--- config.mk ---
export PLATFORM = sky130hd
export DESIGN_NAME = sdram_work_fsm
export DESIGN_NICKNAME = d
export VERILOG_FILES = /design/src/rtl/sdram_work_fsm_pkg.sv /design/src/rtl/sdram_ref_timer.sv /design/src/rtl/sdram_work_fsm.sv
export SDC_FILE = /design/constraint.sdc
export NUM_CORES = 1
export LEC_CHECK = 0
export CORE_MARGIN = 10
export CORE_UTILIZATION = 50
export CTS_CLUSTER_DIAMETER = 30
export DETAILED_ROUTE_END_ITERATION = 8
export GPL_TIMING_DRIVEN = 0
export PLACE_DENSITY = 0.77
export REMOVE_ABC_BUFFERS = 1
export SETUP_SLACK_MARGIN = 0.1
export SLEW_MARGIN = 30
export SYNTH_ARGS = -nofsm -noshare
export SYNTH_HDL_FRONTEND = slang
export SYNTH_SLANG_ARGS = --single-unit
export TNS_END_PERCENT = 50
--- constraint.sdc ---
create_clock -name i_clk -period 3.7 [get_ports i_clk]
set_input_delay 0.74 -clock i_clk [delete_from_list [all_inputs] [get_ports i_clk]]
set_output_delay 0.74 -clock i_clk [all_outputs]
set_load 0.02 [all_outputs]
--- src/rtl/sdram_work_fsm_pkg.sv ---
// rtl/sdram_work_fsm_pkg.sv - shared work-state codes, default timings and burst-length clamp
package sdram_work_fsm_pkg;

  typedef enum logic [3:0] {
    W_IDLE   = 4'd0,
    W_ACTIVE = 4'd1,
    W_TRCD   = 4'd2,
    W_READ   = 4'd3,
    W_CL     = 4'd4,
    W_RD     = 4'd5,
    W_WRITE  = 4'd6,
    W_WD     = 4'd7,
    W_TWR    = 4'd8,
    W_PRE    = 4'd9,
    W_TRP    = 4'd10,
    W_AR     = 4'd11,
    W_TRFC   = 4'd12
  } work_state_e;

  localparam int DEF_TRCD       = 2;
  localparam int DEF_CL         = 3;
  localparam int DEF_TWR        = 2;
  localparam int DEF_TRP        = 2;
  localparam int DEF_TRFC       = 7;
  localparam int DEF_REF_PERIOD = 781;

  localparam logic [9:0] BL_MAX  = 10'd512;
  localparam logic [9:0] CNT_MAX = 10'd1023;

  function automatic logic [9:0] clamp_bl(input logic [9:0] i_len);
    logic [9:0] w_len;
    w_len = i_len;
    if (i_len == 10'd0) w_len = 10'd1;
    else if (i_len > BL_MAX) w_len = BL_MAX;
    return w_len;
  endfunction

endpackage

--- src/rtl/sdram_ref_timer.sv ---
// rtl/sdram_ref_timer.sv - free-running refresh interval counter with a sticky refresh-pending flag
module sdram_ref_timer
  import sdram_work_fsm_pkg::*;
#(
  parameter int REF_PERIOD = DEF_REF_PERIOD
) (
  input  logic i_clk,
  input  logic i_rst,
  input  logic i_clr,
  output logic o_ref_pend
);

  localparam int CW = (REF_PERIOD > 1) ? $clog2(REF_PERIOD) : 1;

  logic [CW-1:0] r_cnt;
  logic          r_pend;
  logic          w_wrap;

  assign w_wrap = (r_cnt == CW'(REF_PERIOD - 1));

  // A wrap landing on the AR-entry cycle is absorbed: the flag was already set.
  always_ff @(posedge i_clk or posedge i_rst) begin
    if (i_rst) begin
      r_cnt  <= '0;
      r_pend <= 1'b0;
    end else begin
      r_cnt  <= w_wrap ? '0 : r_cnt + CW'(1);
      r_pend <= ~i_clr & (r_pend | w_wrap);
    end
  end

  assign o_ref_pend = r_pend;

endmodule

--- src/rtl/sdram_work_fsm.sv ---
// rtl/sdram_work_fsm.sv - SDRAM work-state sequencer: write/read/refresh arbitration and per-command timing walk
module sdram_work_fsm
  import sdram_work_fsm_pkg::*;
#(
  parameter int TRCD       = DEF_TRCD,
  parameter int CL         = DEF_CL,
  parameter int TWR        = DEF_TWR,
  parameter int TRP        = DEF_TRP,
  parameter int TRFC       = DEF_TRFC,
  parameter int REF_PERIOD = DEF_REF_PERIOD
) (
  input  logic       i_clk,
  input  logic       i_rst,
  input  logic       i_sdram_init_done,
  input  logic       i_wr_req,
  input  logic       i_rd_req,
  input  logic [9:0] i_wr_burst_len,
  input  logic [9:0] i_rd_burst_len,
  output logic [3:0] o_work_state,
  output logic [9:0] o_cnt_clk,
  output logic       o_sdram_rd_wr,
  output logic       o_wr_ack,
  output logic       o_rd_valid,
  output logic       o_wr_done,
  output logic       o_rd_done,
  output logic       o_busy
);

  work_state_e r_state;
  logic [9:0]  r_cnt;
  logic [9:0]  r_bl;
  logic        r_is_wr;
  logic        r_rd_next;
  logic        r_rd_wr;
  logic        r_wr_ack;
  logic        r_rd_valid;
  logic        r_wr_done;
  logic        r_rd_done;
  logic        r_busy;

  work_state_e w_nxt_state;
  logic [9:0]  w_nxt_cnt;
  logic [9:0]  w_nxt_bl;
  logic        w_nxt_is_wr;
  logic        w_accept;
  logic        w_pick_wr;
  logic        w_last;
  logic        w_done;
  logic        w_ref_clr;
  logic        w_ref_pend;

  function automatic logic [10:0] f_dur(input work_state_e s, input logic [9:0] bl);
    logic [10:0] d;
    case (s)
      W_ACTIVE, W_READ, W_WRITE, W_PRE, W_AR: d = 11'd1;
      W_TRCD:  d = 11'(TRCD - 1);
      W_CL:    d = 11'(CL - 1);
      W_RD:    d = {1'b0, bl};
      W_WD:    d = {1'b0, bl} - 11'd1;
      W_TWR:   d = 11'(TWR);
      W_TRP:   d = 11'(TRP - 1);
      W_TRFC:  d = 11'(TRFC - 1);
      default: d = 11'd0;
    endcase
    return d;
  endfunction

  function automatic work_state_e f_succ(input work_state_e s, input logic is_wr);
    work_state_e n;
    case (s)
      W_ACTIVE: n = W_TRCD;
      W_TRCD:   n = is_wr ? W_WRITE : W_READ;
      W_READ:   n = W_CL;
      W_CL:     n = W_RD;
      W_RD:     n = W_PRE;
      W_WRITE:  n = W_WD;
      W_WD:     n = W_TWR;
      W_TWR:    n = W_PRE;
      W_PRE:    n = W_TRP;
      W_AR:     n = W_TRFC;
      default:  n = W_IDLE;
    endcase
    return n;
  endfunction

  // Zero-length states never appear; they are never adjacent, so two hops is ample.
  function automatic work_state_e f_enter(input work_state_e s, input logic is_wr, input logic [9:0] bl);
    work_state_e t;
    t = s;
    for (int i = 0; i < 2; i++) begin
      if (t != W_IDLE && f_dur(t, bl) == 11'd0) t = f_succ(t, is_wr);
    end
    return t;
  endfunction

  sdram_ref_timer #(
    .REF_PERIOD (REF_PERIOD)
  ) u_ref_timer (
    .i_clk      (i_clk),
    .i_rst      (i_rst),
    .i_clr      (w_ref_clr),
    .o_ref_pend (w_ref_pend)
  );

  always_comb begin
    w_nxt_state = r_state;
    w_nxt_is_wr = r_is_wr;
    w_nxt_bl    = r_bl;
    w_accept    = 1'b0;
    w_ref_clr   = 1'b0;
    w_pick_wr   = i_wr_req & (~i_rd_req | ~r_rd_next);
    w_last      = ({1'b0, r_cnt} == f_dur(r_state, r_bl) - 11'd1);

    if (r_state == W_IDLE) begin
      if (i_sdram_init_done) begin
        if (w_ref_pend) begin
          w_nxt_state = W_AR;
          w_nxt_is_wr = 1'b0;
          w_ref_clr   = 1'b1;
        end else if (i_wr_req | i_rd_req) begin
          w_accept    = 1'b1;
          w_nxt_state = W_ACTIVE;
          w_nxt_is_wr = w_pick_wr;
          w_nxt_bl    = clamp_bl(w_pick_wr ? i_wr_burst_len : i_rd_burst_len);
        end
      end
    end else if (w_last) begin
      w_nxt_state = f_enter(f_succ(r_state, r_is_wr), r_is_wr, r_bl);
    end

    if (w_nxt_state != r_state) w_nxt_cnt = 10'd0;
    else if (r_cnt == CNT_MAX)  w_nxt_cnt = r_cnt;
    else                        w_nxt_cnt = r_cnt + 10'd1;

    // Completion lands on the final cycle before returning to idle.
    w_done = (w_nxt_state == W_TRP && {1'b0, w_nxt_cnt} == f_dur(W_TRP, r_bl) - 11'd1) ||
             (w_nxt_state == W_PRE && f_dur(W_TRP, r_bl) == 11'd0);
  end

  always_ff @(posedge i_clk or posedge i_rst) begin
    if (i_rst) begin
      r_state    <= W_IDLE;
      r_cnt      <= 10'd0;
      r_bl       <= 10'd1;
      r_is_wr    <= 1'b0;
      r_rd_next  <= 1'b0;
      r_rd_wr    <= 1'b1;
      r_wr_ack   <= 1'b0;
      r_rd_valid <= 1'b0;
      r_wr_done  <= 1'b0;
      r_rd_done  <= 1'b0;
      r_busy     <= 1'b0;
    end else begin
      r_state    <= w_nxt_state;
      r_cnt      <= w_nxt_cnt;
      r_bl       <= w_nxt_bl;
      r_is_wr    <= w_nxt_is_wr;
      if (w_accept) r_rd_next <= w_pick_wr;
      r_rd_wr    <= ~((w_nxt_state != W_IDLE) & w_nxt_is_wr);
      r_wr_ack   <= (w_nxt_state == W_WRITE) | (w_nxt_state == W_WD);
      r_rd_valid <= (r_state == W_RD);
      r_wr_done  <= w_done & w_nxt_is_wr;
      r_rd_done  <= w_done & ~w_nxt_is_wr;
      r_busy     <= (w_nxt_state != W_IDLE);
    end
  end

  assign o_work_state  = r_state;
  assign o_cnt_clk     = r_cnt;
  assign o_sdram_rd_wr = r_rd_wr;
  assign o_wr_ack      = r_wr_ack;
  assign o_rd_valid    = r_rd_valid;
  assign o_wr_done     = r_wr_done;
  assign o_rd_done     = r_rd_done;
  assign o_busy        = r_busy;

endmodule
=== Word-level counts from Yosys, hierarchy flattened ===
Cells that the tools add are included.

* Eq/ne operators: 43
* Magnitude comparators: 1
* Bitwise operators: 15
* Mux-type cells: 39
* Reduce and logical (&&, ||, !) cells: 21
* Add/subtract/negate cells: 4

{| class="wikitable"
|+ Operators by type and width
! kind !! number
|-
| $pmux 11 s5 || 3
|-
| $pmux 4 s9 || 3
|-
| $eq 4x4->1 const B || 16
|-
| $mux 10 || 6
|-
| $eq 4x3->1 const B || 14
|-
| $mux 11 || 4
|-
| $mux 4 || 11
|-
| $logic_not 11->1 || 3
|-
| $eq 4x2->1 const B || 6
|-
| $reduce_or 7->1 || 3
|-
| $add 10x1->10 const B || 2
|-
| $eq 10x10->1 const B || 2
|-
| $eq 4x1->1 const B || 3
|-
| $reduce_bool 4->1 || 3
|-
| $reduce_or 2->1 || 6
|-
| $eq 10x11->1 || 1
|-
| $mux 1 || 11
|-
| $sub 10x1->11 const B || 1
|-
| $sub 11x1->11 const B || 1
|-
| $gt 10x10->1 const B || 1
|-
| $logic_not 10->1 || 1
|-
| $not 1->1 || 6
|-
| $and 1x1->1 || 5
|-
| $logic_not 4->1 || 1
|-
| 5 further kinds || 10
|}

* Logic and storage cells: 136
* Flip-flop bits (word level): 43
* Bits of input ports: 25
* Output and inout port bits: 20

=== Longest topological paths before layout ===
* Word-level depth: 32
* Depth in mapped cells: 15
* Mapped depth without buffers: 14

=== Modules after synthesis ===
A second synthesis with hierarchy kept.

* Cells, all modules: 393
* Area, all modules: 3352.0 µm²

{| class="wikitable"
|+ Modules (own cells, without submodules)
! module !! seq. area each (µm²) !! times used !! area each (µm²) !! cells an instance
|-
| sdram_work_fsm || 803.3 || 1 || 2806.4 || 343
|-
| sdram_ref_timer || 275.3 || 1 || 545.5 || 50
|}

=== Worst setup path after synthesis ===
No wires, ideal clock.

* Path type: register -> register
* Start point: reg r_state[1], in the netlist o_work_state[1]
* End point: reg r_busy, in the netlist o_busy
* Library setup time: 0.131 ns
* Required time: 3.569 ns
* Clock period less this slack: 3.726 ns
* Path slack: -0.026 ns
* Data arrival time: 3.594 ns
* Cell stages (with the launch flop): 13
* Path buffers: 2
* Cells stage by stage: dfrtp_1 -> buf_2 -> or4b_4 -> buf_6 -> or4_4 -> a21o_1 -> nand3_1 -> or4b_1 -> a221oi_2 -> o2111ai_2 -> mux2i_1 -> or2_2 -> or3_1

* Cells in the longest elaborated chain, start to end: 26
* Elaborated cells between the ends (all ways): 76
* Classes of those cells: add/sub: 1; eq/ne: 37; mux: 21; reduce/logical: 17

{| class="wikitable"
|+ Ends and longest elaborated chain
! what !! line !! RTL
|-
| start: declaration || sdram_work_fsm.sv:29 || <nowiki>work_state_e r_state;</nowiki>
|-
| start signal: assignment || sdram_work_fsm.sv:154 || <nowiki>r_state <= w_nxt_state;</nowiki>
|-
| $eq 4x3->1 / $eq 4x4->1 (equally long branches) || sdram_work_fsm.sv:54, sdram_work_fsm.sv:70 ||
|-
| $reduce_or 2->1 (no source line) || -- ||
|-
| $pmux 4 s9 || sdram_work_fsm.sv:70 || <nowiki>case (s)</nowiki>
|-
| $mux 4 || sdram_work_fsm.sv:127 || <nowiki>end else if (w_last) begin</nowiki>
|-
| $mux 4 || sdram_work_fsm.sv:114 || <nowiki>if (r_state == W_IDLE) begin</nowiki>
|-
| $eq 4x4->1 (tied with other cells) || sdram_work_fsm.sv:54, sdram_work_fsm.sv:70 ||
|-
| $reduce_or 7->1 (no source line) / $reduce_or 2->1 (equally long branches) || -- ||
|-
| $pmux 11 s5 || sdram_work_fsm.sv:54 || <nowiki>case (s)</nowiki>
|-
| (+10 left out) || -- ||
|-
| $mux 11 || sdram_work_fsm.sv:127 ||
|-
| $mux 11 || sdram_work_fsm.sv:114 ||
|-
| $logic_not 11->1 || sdram_work_fsm.sv:91 || <nowiki>if (t != W_IDLE && f_dur(t, bl) == 11'd0) t = f_succ(t, is_wr);</nowiki>
|-
| $logic_and 1x1->1 || sdram_work_fsm.sv:91 ||
|-
| $mux 4 || sdram_work_fsm.sv:91 ||
|-
| $mux 4 || sdram_work_fsm.sv:127 ||
|-
| $mux 4 * || sdram_work_fsm.sv:114 ||
|-
| $reduce_bool 4->1 * || sdram_work_fsm.sv:164 || <nowiki>r_busy <= (w_nxt_state != W_IDLE);</nowiki>
|-
| end signal: assignment || sdram_work_fsm.sv:164 ||
|-
| end: declaration || sdram_work_fsm.sv:39 || <nowiki>logic r_busy;</nowiki>
|}

Every way passes the cells marked *; elsewhere a longest branch is shown, timed or not. The select of a mux whose other input is x is not followed.
A chain may end at the register's enable or synchronous reset.

=== Worst setup path after layout ===
* Start point: reg r_bl[0]
* End point: reg r_busy, in the netlist o_busy

* Cells in the longest elaborated chain, start to end: 20
* Elaborated cells between the ends (all ways): 38
* Classes of those cells: add/sub: 2; eq/ne: 13; mux: 14; reduce/logical: 9

{| class="wikitable"
|+ Ends and longest elaborated chain
! what !! line !! RTL
|-
| start: declaration || sdram_work_fsm.sv:31 || <nowiki>logic [9:0] r_bl;</nowiki>
|-
| start signal: assignment || sdram_work_fsm.sv:156 || <nowiki>r_bl <= w_nxt_bl;</nowiki>
|-
| $sub 10x1->11 || sdram_work_fsm.sv:59 || <nowiki>W_WD: d = {1'b0, bl} - 11'd1;</nowiki>
|-
| $pmux 11 s5 || sdram_work_fsm.sv:54 ||
|-
| $mux 11 || sdram_work_fsm.sv:127 ||
|-
| $mux 11 || sdram_work_fsm.sv:114 ||
|-
| $logic_not 11->1 || sdram_work_fsm.sv:91 ||
|-
| $logic_and 1x1->1 || sdram_work_fsm.sv:91 ||
|-
| $mux 4 || sdram_work_fsm.sv:91 ||
|-
| $mux 4 || sdram_work_fsm.sv:127 ||
|-
| (+4 left out) || -- ||
|-
| $mux 11 || sdram_work_fsm.sv:127 ||
|-
| $mux 11 || sdram_work_fsm.sv:114 ||
|-
| $logic_not 11->1 || sdram_work_fsm.sv:91 ||
|-
| $logic_and 1x1->1 || sdram_work_fsm.sv:91 ||
|-
| $mux 4 || sdram_work_fsm.sv:91 ||
|-
| $mux 4 * || sdram_work_fsm.sv:127 ||
|-
| $mux 4 * || sdram_work_fsm.sv:114 ||
|-
| $reduce_bool 4->1 * || sdram_work_fsm.sv:164 ||
|}

Marked as above.

==> out/metrics.cfg <==
[routing]
first_pass_iters=5
drc=0
routed_wl_um=8430
via_per_inst=6.16
vias=3153
drtAntennaViolNets=0
drt_iter0_drc=220
wl_per_cell_um=16.5

[timing]
worstMarginPinSlew_ns=0.819
setup_ws_ns=-0.00772
max_clock_freq_mhz=270
drv_slew=0
min_period_over_period_pct=100
tns_ns=-0.00772
slew_headroom_pct=44.9
rsz0062_at_grt=yes
setup_viol=1
fin_skew_ns=0.0114
final_hold_viol_count=0
post-route-min-period_ns=3.71

[min_path]
min-delay-path-class=reg2reg
min_from=r_rd_next$_DFFE_PP0P_

[global_route]
grt.overflow.total=0
grt_pass1_vias=3078
track_usage_pct=16.4
grt_pass1_wl_um=14000
antenna_found_initial=0
grt_max_degree=29

[yosys]
ys_async_sr_fraction_pct=100
avgSynthCellArea_um2=8.29
ys_ff_latch=43
mappedNetlistArea_mm2=0.00327
synth_ff_type=dfrtp_1
syn_inst=394
ys_types=72
ys_warn_count=0
synth_edf_count=0
synth_seq_area_share_pct=33.0

[worst_setup_path]
startpoint_type=flop
worstReg2RegStart=r_bl[0]$_DFFE_PP1P_
worstPathMaxFanout=5
worstPathArrival_ns=3.90
cp.required_ns=3.89
cp-startpoint=r_bl[0]$_DFFE_PP1P_
end_kind=flop
crit_type=reg2reg

[floorplan]
fp.dieH_um=101
io_pins=45
num_rows=29
start_util_pct=51.5
die_x_um=101
die_area_mm2=0.0102
core_mm2=0.00635

[run_status]
violations=setup timing
status=complete, but fails checks

[cells_and_area]
final_util_pct=64.1
num-fill-cells=531
n_antenna_cell=0
area_growth_pct=24.6
seqCellArea_mm2=0.00109
multiInputGateArea_mm2=0.00216
drive_above_1_share_pct=16.6
fin_nets=464

[placement]
dp_slack_ns=-1.15
numPortBuffers=44
place.gp.congestion=0.886
dp_hpwl_um=5910

[clock_network]
clk_pin_slew_ns=0.10
cts_root_buffer=clkbuf_8
htreeDepth=2
clk_latency_ns=0.31
cts_buffer_depth=2
cts_tree=yes
cts_buffers=5
holdBufCountCts=0
cts.sink_count=43

[power_and_ir_drop]
p_per_area_mw_per_mm2=669
ir_drop_uv=411
p_leak_nw=1.59

[run]
max_cap_violations=0

-- final timing paths --
kind                            slack (ns)  depth (start not counted)                 endpoint
worst max-delay path                -0.008                         14         o_busy$_DFF_PP0_
worst min-delay path                  0.52                          1    r_rd_next$_DFFE_PP0P_
worst max register to register      -0.008                         14         o_busy$_DFF_PP0_
worst min register to register        0.52                          1    r_rd_next$_DFFE_PP0P_
max in group asynchronous             2.45                          3  o_sdram_rd_wr$_DFF_PP1_
min in group asynchronous             0.71                          2   o_cnt_clk[9]$_DFF_PP0_
-- power by group --
part,internal (mW),switching (mW),leakage (nW)
clock network,0.136,0.193,0.0408
logic,0.749,0.822,1.03
registers,0.588,0.237,0.527
-- critical path: stages, from the launching register on --
cell       delay, ns
dfstp_2         0.60
inv_2           0.06
ha_4            0.24
or3_4           0.37
o31a_1          0.14
ha_4            0.27
xor2_1          0.15
o31ai_1         0.10
nor4b_1         0.31
inv_1           0.14
a221oi_4        0.24
o2111ai_4       0.21
mux2i_1         0.18
or2_4           0.24
or3_1           0.33
-- flip-flops by register name, summed over array words and instances (netlist names), 4 cells and up --
register / count
o_cnt_clk: 10
r_bl: 10
u_ref_timer.r_cnt: 10
o_work_state: 4
-- stage by stage --
step	cells	area (um^2)	total power, mW	hold WS (ns)
3_5_place_dp	488	3710	2.11	0.516
3_3_place_gp	486	3670	2.06	0.463
4_1_cts	512	4060	2.68	0.528
2_1_floorplan	365	3130	1.73	0.450
6_report	512	4070	2.72	0.524
5_1_grt	512	4070	2.93	0.543
-- what timing repair did --
item,CTS,global route
pin swaps,9,3
gates resized for setup,28,3
setup buffers,16,0
setup endpoints to repair,19,16
cloned,0,0
-- cell type report --
cell class,count,area share [%]
clock buffers,5,1.69
clock inverters,3,0.584
inverters,12,1.11
multi-input cells,310,53.0
flip-flops and latches,43,26.7
well taps,77,2.37
repair buffers,62,14.6
-- routing by layer --
layer / global-route usage [%] / part of all wire, % / vias to the layer above / wire length [um]
met3: 3.57 / 5.9 / 10 / 494
li1: - / - / 1539 / -
met5: 0 / 0 / - / 0
met2: 27.9 / 49 / 100 / 4170
met1: 19.9 / 43 / 1504 / 3650
met4: 5.54 / 1.4 / 0 / 121
-- kinds of logic after synthesis --
kind of cell    share of synthesized area [%]
simple gates                             28.3
compound gates                           20.8
flops                                    33.0
buf+inv                                  5.59
xor+xnor                                 6.05
mux                                      4.36
fa+ha+maj                                1.91
-- synth_stat cells, types with 10 or more instances --
master    number  area (um^2)
nand2_1       32          120
a21oi_1       22          110
nor4_1        10         62.6
dfrtp_1       41         1030
inv_1         12         45.0
nand3_1       13         65.1
mux2i_1       12          120
o21ai_0       16         80.1
nor2_1        40          150
clkbuf_1      20         75.1
or3_1         10         62.6
o31ai_1       12         90.1
xnor2_1       11         96.3
-- cell usage in the layout (no fill, tap or decap), types with 10 or more instances in the layout --
cell             count
clkdlybuf4s50_1     44
nor2_1              40
dfrtp_1             36
nand2_1             32
a21oi_1             21
o21ai_0             16
buf_4               14
nand3_1             13
o31ai_1             12
mux2i_1             12
xnor2_1             10
inv_1               10
Note: power is estimated with default switching activity, not from simulation.
